[config.mk]
export PLATFORM = sky130hd
export DESIGN_NAME = branch_ctrl
export DESIGN_NICKNAME = d
export VERILOG_FILES = /design/src/rtl/cpu_pkg.sv /design/src/rtl/br_perf_cnt.sv /design/src/rtl/branch_ctrl.sv
export SDC_FILE = /design/constraint.sdc
export NUM_CORES = 1
export LEC_CHECK = 0
export ABC_AREA = 1
export CORE_MARGIN = 2
export CORE_UTILIZATION = 47
export DETAILED_ROUTE_END_ITERATION = 10
export GPL_ROUTABILITY_DRIVEN = 0
export PLACE_DENSITY_LB_ADDON = 0.05
export SLEW_MARGIN = 20
export SYNTH_ARGS = -nofsm -noshare
export SYNTH_HDL_FRONTEND = slang
export SYNTH_SLANG_ARGS = --single-unit
export TNS_END_PERCENT = 50
[constraint.sdc]
create_clock -name clk -period 2 [get_ports clk]
set_input_delay 0.3 -clock clk [delete_from_list [all_inputs] [get_ports clk]]
set_output_delay 0.3 -clock clk [all_outputs]
set_load 0.02 [all_outputs]
[src/rtl/cpu_pkg.sv]
// Shared definitions for the MIPS core decode-stage control blocks.
package cpu_pkg;

  typedef enum logic {
    ST_IDLE = 1'b0,
    ST_WAIT = 1'b1
  } br_state_e;

  localparam logic BR_EQ = 1'b0;
  localparam logic BR_NE = 1'b1;

  localparam int CNT_W_DEF = 32;

endpackage

[src/rtl/br_perf_cnt.sv]
// Branch performance counter bank: resolved, taken and stall-cycle counts.
// Registered, one-cycle update; wraps modulo 2^CNT_W; no backpressure.
module br_perf_cnt
  import cpu_pkg::*;
#(
  parameter int CNT_W = CNT_W_DEF
) (
  input  logic             clk,
  input  logic             reset,
  input  logic             br_en,
  input  logic             taken_en,
  input  logic             stall_en,
  output logic [CNT_W-1:0] br_cnt,
  output logic [CNT_W-1:0] taken_cnt,
  output logic [CNT_W-1:0] stall_cnt
);

  logic [CNT_W-1:0] br_cnt_q, br_cnt_d;
  logic [CNT_W-1:0] taken_cnt_q, taken_cnt_d;
  logic [CNT_W-1:0] stall_cnt_q, stall_cnt_d;

  always_comb begin
    br_cnt_d    = br_cnt_q    + (br_en    ? CNT_W'(1) : '0);
    taken_cnt_d = taken_cnt_q + (taken_en ? CNT_W'(1) : '0);
    stall_cnt_d = stall_cnt_q + (stall_en ? CNT_W'(1) : '0);
  end

  always_ff @(posedge clk) begin
    if (reset) begin
      br_cnt_q    <= '0;
      taken_cnt_q <= '0;
      stall_cnt_q <= '0;
    end else begin
      br_cnt_q    <= br_cnt_d;
      taken_cnt_q <= taken_cnt_d;
      stall_cnt_q <= stall_cnt_d;
    end
  end

  assign br_cnt    = br_cnt_q;
  assign taken_cnt = taken_cnt_q;
  assign stall_cnt = stall_cnt_q;

endmodule

[src/rtl/branch_ctrl.sv]
// Decode-stage beq/bne controller: stalls ID until operands are ready, then redirects.
// Redirect/stall are combinational (zero latency); status and counters update next cycle.
module branch_ctrl
  import cpu_pkg::*;
#(
  parameter int CNT_W    = CNT_W_DEF,
  parameter int MAX_WAIT = 2,
  parameter int WAIT_W   = 2
) (
  input  logic              clk,
  input  logic              reset,
  input  logic              br_valid,
  input  logic              br_ne,
  input  logic              rs_ready,
  input  logic              rt_ready,
  input  logic              cmp_eq,
  input  logic [31:0]       br_target,
  input  logic              id_stall_ext,
  input  logic              id_flush,
  output logic              stall_id,
  output logic              npc_sel,
  output logic [31:0]       npc_target,
  output logic              busy,
  output logic [WAIT_W-1:0] wait_cnt,
  output logic              timeout_err,
  output logic [CNT_W-1:0]  br_cnt,
  output logic [CNT_W-1:0]  taken_cnt,
  output logic [CNT_W-1:0]  stall_cnt
);

  localparam logic [WAIT_W-1:0] WAIT_SAT = WAIT_W'(MAX_WAIT + 1);
  localparam logic [WAIT_W-1:0] WAIT_LIM = WAIT_W'(MAX_WAIT);

  logic ops_ready, act, resolve, taken;
  br_state_e         state_q, state_d;
  logic [WAIT_W-1:0] wait_cnt_q, wait_cnt_d;
  logic              timeout_err_q, timeout_err_d;

  // Reset gates act so the redirect/stall outputs read 0 while reset is held.
  always_comb begin
    ops_ready  = rs_ready & rt_ready;
    act        = br_valid & ~id_flush & ~reset;
    resolve    = act & ops_ready;
    taken      = cmp_eq ^ (br_ne == BR_NE);
    stall_id   = act & ~ops_ready;
    npc_sel    = resolve & taken;
    npc_target = npc_sel ? br_target : '0;
  end

  always_comb begin
    state_d       = state_q;
    wait_cnt_d    = '0;
    timeout_err_d = timeout_err_q | (stall_id & (wait_cnt_q == WAIT_LIM));
    case (state_q)
      ST_IDLE: if (stall_id)  state_d = ST_WAIT;
      ST_WAIT: if (!stall_id) state_d = ST_IDLE;
      default: state_d = ST_IDLE;
    endcase
    if (stall_id) begin
      wait_cnt_d = (wait_cnt_q == WAIT_SAT) ? wait_cnt_q : wait_cnt_q + WAIT_W'(1);
    end
  end

  always_ff @(posedge clk) begin
    if (reset) begin
      state_q       <= ST_IDLE;
      wait_cnt_q    <= '0;
      timeout_err_q <= 1'b0;
    end else begin
      state_q       <= state_d;
      wait_cnt_q    <= wait_cnt_d;
      timeout_err_q <= timeout_err_d;
    end
  end

  assign busy        = (state_q == ST_WAIT);
  assign wait_cnt    = wait_cnt_q;
  assign timeout_err = timeout_err_q;

  // An externally held ID keeps resolve high; count only the cycle it moves on.
  br_perf_cnt #(.CNT_W(CNT_W)) u_perf (
    .clk       (clk),
    .reset     (reset),
    .br_en     (resolve & ~id_stall_ext),
    .taken_en  (resolve & ~id_stall_ext & taken),
    .stall_en  (stall_id),
    .br_cnt    (br_cnt),
    .taken_cnt (taken_cnt),
    .stall_cnt (stall_cnt)
  );

endmodule
==> results of run 1 <==
## worst max-delay path: stages
cell and delay [ps]:
dlymetal6s2s_1 140, inv_2 70, nand4_1 170, nor2_4 200, inv_4 50, nor2_2 100, ha_2 200, ha_4 150
nand2_4 60, nor2_4 200, nand2_4 110, nor2_4 170, nand3_2 80, nand2_1 60, nor2_1 40
## final timing paths
check | end | cells after the start
worst min-delay path | busy | 4
worst min register to register | timeout_err | 2
worst max-delay path | u_perf.taken_cnt[24] | 15
worst max register to register | u_perf.stall_cnt[30] | 9
## layer usage
| layer | vias to the layer above | wire (µm) |
|---|---|---|
| li1 | 3047 | - |
| met1 | 2557 | 6820 |
| met2 | 131 | 7050 |
| met3 | 16 | 920 |
| met4 | 0 | 193 |
| met5 | - | 0 |
## registers in the layout, summed over array words and instances (netlist names)
signal            cells
u_perf.stall_cnt     32
wait_cnt              2
timeout_err           1
u_perf.br_cnt        32
u_perf.taken_cnt     32
busy                  1
## cells in the final DEF (no fill, tap or decap), types with 23 or more instances in the layout
cell and count:
a21oi_1 65, nand3_1 45, nor2_1 215, buf_4 32, dfxtp_1 100, nor2_4 25, buf_2 23, inv_1 99
nand2_1 203, clkdlybuf4s50_1 133
## layout make-up
cell class / instances / area (µm²)
clock buffers: 12 / 246
clock inverters: 4 / 56.3
fillers: 1041 / 3610
inverters: 105 / 397
multi-input cells: 642 / 3120
flip-flops and latches: 100 / 2000
well taps: 143 / 179
repair buffers: 200 / 1810
## cell families after synthesis
| logic type | synth area share |
|---|---|
| fa+ha+maj | 0.0182 |
| xor+xnor | 0.0144 |
| compound gates | 0.0812 |
| buf+inv | 0.0821 |
| flops | 0.365 |
| simple gates | 0.439 |
## power breakdown
part	switching, mW	internal (mW)	total (mW)
logic	0.0995	0.114	0.214
clock network	0.796	1.02	1.81
registers	0.00220	1.99	1.99
## per-stage QoR
step	TNS (ps)	total power [mW]	std cells	area [µm²]
final	0	4.02	1206	7810
after global routing	-30.0	4.16	1206	7810
after CTS	-1620	4.05	1201	7710
after detailed placement	-39730	2.25	1185	7510
after global placement	-38490	2.25	1185	7510
after floorplan	-23.7	2.14	860	5490
## synth_stat cells, types with 5 or more instances
cell / number / area, µm²
a21oi_1: 65 / 325
and2_1: 6 / 37.5
buf_2: 6 / 30.0
dfxtp_1: 100 / 2000
ha_1: 8 / 100
inv_1: 100 / 375
inv_2: 5 / 18.8
nand2_1: 205 / 769
nand2_2: 9 / 56.3
nand2_4: 5 / 56.3
nand3_1: 48 / 240
nor2_1: 220 / 826
nor2_2: 10 / 62.6
nor2_4: 22 / 248
o21a_1: 6 / 45.0
o21ai_0: 15 / 75.1
xor2_1: 7 / 61.3
## repair_timing
item                                    CTS  global route
buffers inserted                          0             5
endpoints found under the setup margin   62            89
gates resized for setup                 144            23
hold buffers                              0             0
pin swaps                                 6             9
==> impl_results.md, run 1 <==
- Pin count of the biggest net entering global routing: 36
- Grt total ovfl: 0
- Avg WL per Cell: 12.4 µm
- Vias in the first global route: 5271
- Hold Crit Start: id_flush
- Layout Utilization: 0.684
- Main synth FF type: dfxtp_1
- Setup WS pre-CTS: -531 ps
- Fraction of layout cells with a size suffix above 1: 0.135
- GR Layer Usage met1: 0.306
- Fin. Hold Viols: 0
- Final min period: 1860 ps
- Htree depth: 3
- Status: finished, final reports clean
- Clock Pin Slew Worst Setup and Hold Paths: 70 ps
- Post-Syn Area: 5490 µm²
- Drt via density: 4.77
- Net Count, Synth: 909
- Initial DRC Count: 370
- Via Count: 5751
- DRT Pass-1 Iters: 5
- Clk sink count: 100
- Crit Path Category: input port to flop
- Final setup viols: 0
- Die Width: 112 µm
- Post-synth ARST share: 0
- First-pass GRT wire length: 24.6 mm
- Worst R2R Start: u_perf.stall_cnt[0]
- MaxCap Viol Count: 0
- Top Usage Layer GRT: met2
- Relative slew slack: 0.749
- Die height: 112 µm
- Placement Rows: 39
- Post-DP HPWL: 11.3 mm
- DRC: 0
- Synth cell types: 28
- Total Routing Usage GR: 0.236
- Worst Setup SP: reset
- Worst Clk Skew: 8.67 ps
- Input/output buffers: 174
- Final period util: 0.929
- Clock Path Buffers: 2
- Pwr per Cell Area: 515 nW/µm²
- WP data required: 2250 ps
- Final-report max-slew violation count: 0
- Worst hold slack: 273 ps
- Post-synthesis sequential area ratio: 0.365
- #FFs+latches synth: 100
- CP max FO: 5
- Initial Utilization: 0.480
- Worst R2R Setup Slack: 430 ps
- I/O Pins: 175
- Root Buffer: clkbuf_16
- Mean cell area of the mapped netlist: 6.38 µm²
- Total core area: 11400 µm²
- Yosys Warn Count: 0
- Synth Instances: 860
- EDFF count, synth: 0
- Clk_lat worst skew: 350 ps
- Leak pwr: 3.25 nW
- TritonCTS Buffers: 9
- Slew @ Worst Pin: 376 ps
- Detail Route Antenna Nets: 0
- Capturing element type of the critical path: flop
- Worst min path class: input port to flop
- Critical Path AT: 2110 ps
- Initial antenna violation count: 0
- Peak Freq: 538 MHz
- Final worst slack: 141 ps
- ANT cells: 0
- Global routing usage on met3: 0.0643
- WL final: 15.0 mm
- CTS tree: done
- Total Die Area: 12600 µm²
- Nets: 1107
- Met2 Use GR: 0.391
- Synth-to-Final Area Change: 42.3%
- Maximum vdd ir drop: 394 µV
- Worst Setup Start Kind: input port
(Power assumes the default switching activity.)
==> run 2: changes to the inputs <==
Settings changed: SETUP_SLACK_MARGIN set to 0.1.
==> impl_results.md, run 2 (synthesis results as in run 1) <==
- Switching share of power: 0.205 (was 0.223)
- Fin. Hold Viols: 0 (unchanged)
- Initial DRC Count: 408 (was 370)
- Final setup viols: 0 (unchanged)
- Vias in the first global route: 5134 (was 5271)
- Leak pwr: 3.21 nW (was 3.25 nW)
- WP data required: 1700 ps (was 2250 ps)
- Post-DP HPWL: 11.1 mm (was 11.3 mm)
- Final period util: 0.887 (was 0.929)
- MaxCap Viol Count: 0 (unchanged)
- Placed instance count: 1182 (was 1185)
- Placement Rows: 39 (unchanged)
- I/O Pins: 175 (unchanged)
- Drt via density: 4.82 (was 4.77)
- Pwr Total: 4.06 mW (was 4.02 mW)
- First-pass GRT wire length: 24.3 mm (was 24.6 mm)
- GR Layer Usage met1: 0.319 (was 0.306)
- Grt total ovfl: 0 (unchanged)
- Final min period: 1770 ps (was 1860 ps)
- RSZ-0062 raised after global routing: no
- Capturing element type of the critical path: primary output (was flop)
- Family with the most delay on the worst path: buffers and inverters (was simple AND/OR/NAND/NOR gates)
- Relative slew slack: 0.695 (was 0.749)
- Total Routing Usage GR: 0.231 (was 0.236)
- Status: finished, final reports clean (unchanged)
- Peak Freq: 564 MHz (was 538 MHz)
- CTS tree: done (unchanged)
- Int Pwr: 3.23 mW (was 3.12 mW)
- Pwr per Cell Area: 518 nW/µm² (was 515 nW/µm²)
- WP buf/inv: 1 (was 3)
- TritonCTS Buffers: 9 (unchanged)
- Crit Path Category: flop to primary output (was input port to flop)
- CP max-delay cell: clkdlybuf4s50_1 (was nor2_4)
- Clock Pin Slew Worst Setup and Hold Paths: 60 ps (was 70 ps)
- Finished Cell Area: 7850 µm² (was 7810 µm²)
- Clk sink count: 100 (unchanged)
- WL final: 14.7 mm (was 15.0 mm)
- Avg WL per Cell: 12.2 µm (was 12.4 µm)
- Setup WS pre-CTS: -498 ps (was -531 ps)
- Htree depth: 3 (unchanged)
- DRC: 0 (unchanged)
- Total core area: 11400 µm² (unchanged)
- ANT cells: 0 (unchanged)
- Total Die Area: 12600 µm² (unchanged)
- Global routing usage on met3: 0.0405 (was 0.0643)
- Post-DP Area: 7540 µm² (was 7510 µm²)
- DRT Pass-1 Iters: 5 (unchanged)
- Worst hold slack: 246 ps (was 273 ps)
- Initial antenna violation count: 0 (unchanged)
- Input/output buffers: 174 (unchanged)
- Worst Clk Skew: 3.39 ps (was 8.67 ps)
- Part of the power in combinational logic: 0.055 (was 0.053)
- Final-report max-slew violation count: 0 (unchanged)
- Worst min path class: input port to flop (unchanged)
- Root Buffer: clkbuf_16 (unchanged)
- Detail Route Antenna Nets: 0 (unchanged)
- Die Width: 112 µm (unchanged)
- Clock network power share: 0.454 (was 0.451)
- Die height: 112 µm (unchanged)
- Met2 Use GR: 0.378 (was 0.391)
- CP max FO: 6 (was 5)
- Via Count: 5784 (was 5751)
- TNS Setup: 0 ps (unchanged)
- Most frequent cells in the layout: nor2_1, nand2_1, clkdlybuf4s50_1 (unchanged)
- Sequential share of power: 0.491 (was 0.496)
- Fraction of layout cells with a size suffix above 1: 0.146 (was 0.135)
- Initial Utilization: 0.480 (unchanged)
- Commonest non-fill, non-tap cell in the layout: nor2_1 (unchanged)
- Slew @ Worst Pin: 457 ps (was 376 ps)
- Largest stage delay on the critical path: 670 ps (was 200 ps)
- Final worst slack: 225 ps (was 141 ps)
- Clk_lat worst skew: 340 ps (was 350 ps)
- Pin count of the biggest net entering global routing: 43 (was 36)
- # hold bufs at CTS: 0 (unchanged)
- Maximum vdd ir drop: 547 µV (was 394 µV)
- Nets: 1104 (was 1107)
- Critical Path AT: 1470 ps (was 2110 ps)
- P_sw: 831 µW (was 898 µW)
- Top Usage Layer GRT: met2 (unchanged)
- Clock Path Buffers: 2 (unchanged)
- Critical path cell sequence: clkdlybuf4s50_1 (was dlymetal6s2s_1 -> inv_2 -> nand4_1 -> nor2_4 -> inv_4 -> nor2_2 -> ha_2 -> ha_4 -> nand2_4 -> nor2_4 -> nand2_4 -> nor2_4 -> nand3_2 -> nand2_1 -> nor2_1)
- Layout Utilization: 0.687 (was 0.684)
- Synth-to-Final Area Change: 43.0% (was 42.3%)
- Worst Setup Start Kind: flop (was input port)
- Non-Filler Instances: 1201 (was 1206)
[run 2: layer usage]
layer	routed length, µm	part of all wire
met4	139	0.0095
met1	6860	0.47
met5	0	0
met3	811	0.055
met2	6880	0.47
[run 2: layout make-up]
| class | instances | area [µm²] |
|---|---|---|
| Fill cell | 1031 | 3570 |
| Multi-Input combinational cell | 642 | 3130 |
| Sequential cell | 100 | 2000 |
| Timing Repair Buffer | 197 | 1830 |
| Inverter | 105 | 397 |
| Clock buffer | 12 | 246 |
| Tap cell | 143 | 179 |
| Clock inverter | 2 | 60.1 |
[run 2: final timing paths]
kind	slack (ps)	endpoint	cells after the start	startpoint
setup / recovery	230	taken_cnt[18]	1	u_perf.taken_cnt[18]
hold / removal	250	busy	3	br_valid
setup reg to reg	480	u_perf.br_cnt[20]	9	u_perf.br_cnt[0]
hold reg to reg	450	timeout_err	2	timeout_err
[run 2: power groups by stage]
stage                     Sequential (mW)  Combinational, mW  Clock, mW
after CTS                            2.00              0.219       1.88
after floorplan                      2.05             0.0934          0
after global routing                 1.99              0.245       1.96
after global placement               2.04              0.215          0
after detailed placement             2.04              0.217          0
final                                2.00              0.223       1.84
[run 2: timing repair]
action / CTS / global route
endpoints found under the hold margin: 0 / 0
resized for setup: 177 / 25
pin swaps: 11 / 13
buffers inserted: 2 / 3
endpoints found under the setup margin: 87 / 53
